**config.mk**
```make
export PLATFORM = sky130hd
export DESIGN_NAME = dmem_store_responder_flat
export DESIGN_NICKNAME = d
export VERILOG_FILES = /design/src/rtl/dmem_store_responder_if.sv /design/src/rtl/dmem_store_responder.sv /design/src/flat_wrapper.sv
export SDC_FILE = /design/constraint.sdc
export NUM_CORES = 2
export LEC_CHECK = 0
export BUFFER_PORTS_ARGS = -buffer_cell sky130_fd_sc_hd__buf_4
export CAP_MARGIN = 0
export CORE_MARGIN = 2
export CORE_UTILIZATION = 30
export DETAILED_ROUTE_END_ITERATION = 12
export PLACE_DENSITY_LB_ADDON = 0.2
export RECOVER_POWER = 100
export SKIP_CTS_REPAIR_TIMING = 1
export SYNTH_ARGS = -nofsm -noshare
export SYNTH_HDL_FRONTEND = slang
export SYNTH_SLANG_ARGS = --single-unit
```
**constraint.sdc**
```tcl
create_clock -name clk -period 8.2 [get_ports clk]
set_input_delay 1.23 -clock clk [delete_from_list [all_inputs] [get_ports clk]]
set_output_delay 1.23 -clock clk [all_outputs]
set_load 0.005 [all_outputs]
```
**src/rtl/dmem_store_responder_if.sv**
```systemverilog
// Bundles the core's data-memory store bus with the store-trace drain port.
// master = core/consumer side, slave = responder side.
interface dmem_store_responder_if;
   logic        MemWrite;
   logic [31:0] DataAdr;
   logic [31:0] WriteData;
   logic [31:0] ReadData;
   logic        log_valid;
   logic        log_ready;
   logic [31:0] log_addr;
   logic [31:0] log_data;

   modport master (
      output MemWrite, DataAdr, WriteData, log_ready,
      input  ReadData, log_valid, log_addr, log_data
   );

   modport slave (
      input  MemWrite, DataAdr, WriteData, log_ready,
      output ReadData, log_valid, log_addr, log_data
   );
endinterface

```
**src/rtl/dmem_store_responder.sv**
```systemverilog
// Data-memory responder: word RAM with combinational read, tohost done/pass
// verdict, store counter and a store-trace FIFO drained over valid/ready.
module dmem_store_responder #(
   parameter int          DEPTH_WORDS  = 64,
   parameter logic [31:0] TOHOST_ADDR  = 32'd100,
   parameter logic [31:0] EXPECT_VALUE = 32'd25,
   parameter int          LOG_DEPTH    = 8
) (
   input  logic                   clk,
   input  logic                   reset,
   dmem_store_responder_if.slave  bus,
   output logic                   done,
   output logic                   pass,
   output logic                   misaligned,
   output logic [15:0]            store_count,
   output logic                   log_overflow
);
   localparam int AW = $clog2(DEPTH_WORDS);
   localparam int LW = $clog2(LOG_DEPTH);

   logic [31:0]   ram [DEPTH_WORDS];
   logic [31:0]   fifo_addr [LOG_DEPTH];
   logic [31:0]   fifo_data [LOG_DEPTH];
   logic [LW:0]   wp, rp;
   logic [AW-1:0] widx;
   logic          aligned, store_req, accept, empty, full, pop, push;

   assign widx      = bus.DataAdr[AW+1:2];
   assign aligned   = (bus.DataAdr[1:0] == 2'b00);
   // reset gates acceptance so a clock running during reset cannot touch RAM
   assign store_req = reset & bus.MemWrite & ~done;
   assign accept    = store_req & aligned;

   assign empty = (wp == rp);
   assign full  = (wp[LW] != rp[LW]) && (wp[LW-1:0] == rp[LW-1:0]);
   assign pop   = ~empty & bus.log_ready;
   // a simultaneous pop frees the slot the push needs
   assign push  = accept & (~full | pop);

   assign bus.ReadData  = reset ? ram[widx] : '0;
   assign bus.log_valid = ~empty;
   assign bus.log_addr  = empty ? '0 : fifo_addr[rp[LW-1:0]];
   assign bus.log_data  = empty ? '0 : fifo_data[rp[LW-1:0]];

   always_ff @(posedge clk) begin
      if (accept) ram[widx] <= bus.WriteData;
   end

   always_ff @(posedge clk) begin
      if (push) begin
         fifo_addr[wp[LW-1:0]] <= bus.DataAdr;
         fifo_data[wp[LW-1:0]] <= bus.WriteData;
      end
   end

   always_ff @(posedge clk or negedge reset) begin
      if (!reset) begin
         wp           <= '0;
         rp           <= '0;
         done         <= 1'b0;
         pass         <= 1'b0;
         misaligned   <= 1'b0;
         store_count  <= '0;
         log_overflow <= 1'b0;
      end else begin
         if (push) wp <= wp + 1'b1;
         if (pop)  rp <= rp + 1'b1;
         if (accept && !push) log_overflow <= 1'b1;
         if (store_req && !aligned) misaligned <= 1'b1;
         if (accept && store_count != 16'hFFFF) store_count <= store_count + 16'd1;
         if (accept && bus.DataAdr == TOHOST_ADDR) begin
            done <= 1'b1;
            pass <= (bus.WriteData == EXPECT_VALUE);
         end
      end
   end
endmodule

```
**src/flat_wrapper.sv**
```systemverilog
// flat-port wrapper written by rule: the top's interface ports become plain ports
module dmem_store_responder_flat 
#(
   parameter int          DEPTH_WORDS  = 64,
   parameter logic [31:0] TOHOST_ADDR  = 32'd100,
   parameter logic [31:0] EXPECT_VALUE = 32'd25,
   parameter int          LOG_DEPTH    = 8
)
  (clk, reset, done, pass, misaligned, store_count, log_overflow, bus_MemWrite, bus_DataAdr, bus_WriteData, bus_log_ready, bus_ReadData, bus_log_valid, bus_log_addr, bus_log_data);
  dmem_store_responder_if bus_i ();
  input  logic clk;
  input  logic reset;
  output logic done;
  output logic pass;
  output logic misaligned;
  output logic [15:0] store_count;
  output logic log_overflow;
  input wire logic [$bits(bus_i.MemWrite)-1:0] bus_MemWrite;
  input wire logic [$bits(bus_i.DataAdr)-1:0] bus_DataAdr;
  input wire logic [$bits(bus_i.WriteData)-1:0] bus_WriteData;
  input wire logic [$bits(bus_i.log_ready)-1:0] bus_log_ready;
  output wire logic [$bits(bus_i.ReadData)-1:0] bus_ReadData;
  output wire logic [$bits(bus_i.log_valid)-1:0] bus_log_valid;
  output wire logic [$bits(bus_i.log_addr)-1:0] bus_log_addr;
  output wire logic [$bits(bus_i.log_data)-1:0] bus_log_data;
  assign bus_i.MemWrite = bus_MemWrite;
  assign bus_i.DataAdr = bus_DataAdr;
  assign bus_i.WriteData = bus_WriteData;
  assign bus_i.log_ready = bus_log_ready;
  assign bus_ReadData = bus_i.ReadData;
  assign bus_log_valid = bus_i.log_valid;
  assign bus_log_addr = bus_i.log_addr;
  assign bus_log_data = bus_i.log_data;
  dmem_store_responder #(.DEPTH_WORDS(DEPTH_WORDS), .TOHOST_ADDR(TOHOST_ADDR), .EXPECT_VALUE(EXPECT_VALUE), .LOG_DEPTH(LOG_DEPTH)) u_core (.clk(clk), .reset(reset), .bus(bus_i), .done(done), .pass(pass), .misaligned(misaligned), .store_count(store_count), .log_overflow(log_overflow));
endmodule
```
==> summary.txt <==
STA
  – Worst-Margin Slew: 4.788 ns
  – Final period utilization: between 80% and 90%
  – Final Hold Fails: 0
  – Highest Clock Rate: 143.2 MHz
  – RSZ-0062 raised after global routing: no
  – Final setup vio count: 0
  – Period minus WS final: ~7 ns
  – Worst hold slack: 0.4777 ns
  – Setup TNS: 0 ns
  – Final Skew: roughly 0.064 ns
  – Max-Slew Margin vs Limit: -219.2%
  – Max Slew Vio Count: 2725

Route
  – DRT antenna net count: 0
  – DRT Pass-1 Iters: 8
  – WL per Instance: 33.82 um
  – Detailed Route Iter0 Violations: 7104
  – Via density: 5.442
  – DR DRC count: 0
  – Total number of vias: 55410
  – Final wirelength: 344400 um

Power and ir drop
  – Leak: 36.40 nW
  – Power per cell area: 271.1 mW/mm^2
  – Total Power: 0.03140 W
  – VDD IR max: 0.0002436 V

Synth
  – Sequential cell area fraction in the yosys report: between 70% and 80%
  – Syn avg cell area: 19.07 sq um
  – Synth area leaders: edfxtp_1 77%, mux4_2 4.8%, mux2i_1 3.5%
  – YS warnings: 0
  – Share of Yosys cell area claimed by the top area cell type: 77.40%
  – Ys flop type: edfxtp_1
  – Seq cells post-synth: around 2600
  – EDFF count, synth: between 2000 and 3000
  – Largest area contributor in the netlist: edfxtp_1
  – Post-Syn Area: 0.09932 sq mm
  – Count of cell types in the netlist: 69
  – Syn_nets: 5280
  – Syn Inst Count: 5209
  – Async set-reset flop share out of synthesis: 1.082%

Floorplan
  – # rows: 211
  – Chip Width: 579.4 um
  – Initial Utilization: between 30% and 40%
  – Die area: 0.3357 sq mm
  – Top Ports: between 150 and 200
  – Core area: 0.3300 sq mm
  – Die Y: 579.4 um

Critical path
  – Critical Path Start Type: primary input
  – Reg2reg setup slack: slightly below 3 ns
  – Max Fanout on Critical Path: 42
  – Worst Path Required: 6.97 ns
  – Reg2Reg Depth: 6
  – RR Startpoint: u_core.rp[0]
  – Element type at the critical path end: primary output
  – Worst reg2reg endpoint: u_core.fifo_data[7][12]
  – CP arrival: around 5.8 ns
  – Crit path kind: primary input to primary output

Job
  – Total of max-cap violations: 71

Placed design
  – Number of port buffers: about 180
  – Post-DP HPWL: 203800 um
  – Routability cong.: ~0.83

Global route
  – Vias in the first global route: 54140
  – Overall Global Routing Usage: 20.05%
  – First-pass GRT wire length: roughly 470000 um
  – Largest net degree at the start of global routing: 84
  – Initial antenna violation count: 35
  – GR Overflow Total: 0

Hold path
  – Min-delay src: u_core.misaligned
  – Hold path endpoint: u_core.misaligned
  – Cell depth of the worst hold path: 1
  – Hold Path Class: flop to flop

CTS
  – CTS buffer count: slightly below 300
  – CTS Sinks: about 2600
  – TritonCTS clock tree: done
  – Worst-path clk slew: approximately 0.06 ns
  – Root buffer cell: clkbuf_16
  – Clk buf depth: 4
  – Max H-tree Level: 5
  – Clk Latency, worst-skew pair: roughly 0.93 ns

Final layout
  – Commonest non-fill, non-tap cell in the layout: edfxtp_1
  – Area growth from synthesis to layout: 16.61%
  – # fillers: 30950
  – Share of post-route cells with drive strength above 1: 19.94%
  – Nets@finish: 5643
  – Commonest non-fill, non-tap cells in the layout: 2560 x edfxtp_1, 349 x mux2i_1, 302 x clkbuf_16

Outcome
  – Failing checks: capacitance limit, slew limit
  – Run status: finished with violations
[how the worst max path moves through the flow]
stage                              start                 endpoint  slack, ns
after global routing               reset  u_core.fifo_data[7][12]       0.92
after global placement    bus_DataAdr[3]         bus_ReadData[20]       1.95
after detailed placement  bus_DataAdr[3]         bus_ReadData[20]       1.95
final                     bus_DataAdr[3]         bus_ReadData[31]       1.22
after CTS                 bus_DataAdr[3]         bus_ReadData[20]       1.94
after floorplan                    reset   u_core.fifo_addr[0][0]       0.91
[cell usage after synthesis, types with 8 or more instances]
| cell | instances |
|---|---|
| edfxtp_1 | 2560 |
| mux2i_1 | 349 |
| nor2_1 | 250 |
| a221oi_1 | 226 |
| mux4_2 | 211 |
| mux2_2 | 166 |
| o22ai_1 | 163 |
| a22oi_1 | 151 |
| clkbuf_1 | 140 |
| a21oi_1 | 139 |
| o21ai_0 | 135 |
| buf_2 | 130 |
| nand2_1 | 114 |
| a221o_1 | 59 |
| buf_1 | 30 |
| buf_4 | 30 |
| dfrtp_1 | 28 |
| a222oi_1 | 27 |
| nand3_1 | 23 |
| buf_6 | 19 |
| o2bb2ai_1 | 18 |
| nand4_1 | 16 |
| o41a_1 | 16 |
| a22o_1 | 15 |
| nor4_1 | 15 |
| xor2_1 | 13 |
| nor3_1 | 12 |
| xnor2_1 | 12 |
| o211ai_1 | 9 |
| o31a_1 | 9 |
| nor2b_1 | 8 |
[worst max-delay path: stages]
cell	delay (ns)
buf_8	0.33
clkbuf_1	1.18
and2_0	1.25
a221oi_1	0.20
nor2_1	0.20
o21a_1	0.25
nor3_1	0.15
a41oi_1	0.55
clkbuf_4	0.28
[report_power, final]
group	total (W)	internal, W	leakage, nW	switching, W
Clock	0.0130	0.00758	4.61	0.00544
Combinational	0.00350	0.00140	8.43	0.00210
Sequential	0.0149	0.0147	23.4	0.000210
Total	0.0314	0.0236	36.4	0.00775
[area by class of cell]
class                   instances  area (sq um)  area share (%)
multi-input cells            2264         20500           17.70
flip-flops and latches       2588         77580           66.99
clock inverters               162          1608           1.388
diodes                         15         37.54         0.03241
well taps                    4366          5463           4.717
repair buffers                414          2744           2.369
inverters                       8         37.54         0.03241
clock buffers                 366          7838           6.768
[metrics by stage]
stage	util (%)	setup WS, ns	instance area, sq um	instances
global route	35.08	0.9209	115800	10170
finish	35.09	1.217	115800	10180
floorplan	-	0.9071	99320	5209
detailed placement	32.44	1.954	107100	9640
CTS	35.31	1.937	116500	10170
global placement	32.44	1.952	107100	9640
[cells by family (layout without fill, tap and decap cells)]
kind of cell / after synthesis / in the layout / synth area share, %
DFF: 2588 / 2588 / 78.11
AOI/OAI and AO/OA: 1024 / 1024 / 7.502
muxes: 733 / 733 / 10.27
and+or+nand+nor: 479 / 479 / 2.091
buffers and inverters: 357 / 950 / 1.770
xor gates and xnor gates: 25 / 25 / 0.2205
adders and majority gates: 3 / 3 / 0.03780
other: 0 / 15 / 0
[per-layer routing]
metal / track usage [%] / part of all wire (%) / up-vias
met5: 0 / 0.0090 / -
met4: 6.500 / 3.6 / 4
met3: 3.780 / 8.3 / 537
met2: 31.21 / 45 / 2696
met1: 28.25 / 43 / 29720
li1: - / - / 22450
[registers in the layout (all words and copies together), names as in the netlist]
name	flops
u_core.misaligned	1
u_core.wp	4
u_core.ram	2048
u_core.pass	1
u_core.fifo_data	256
u_core.rp	4
u_core.log_overflow	1
u_core.fifo_addr	256
u_core.done	1
u_core.store_count	16
No activity file was read; power rests on OpenSTA's default activity.
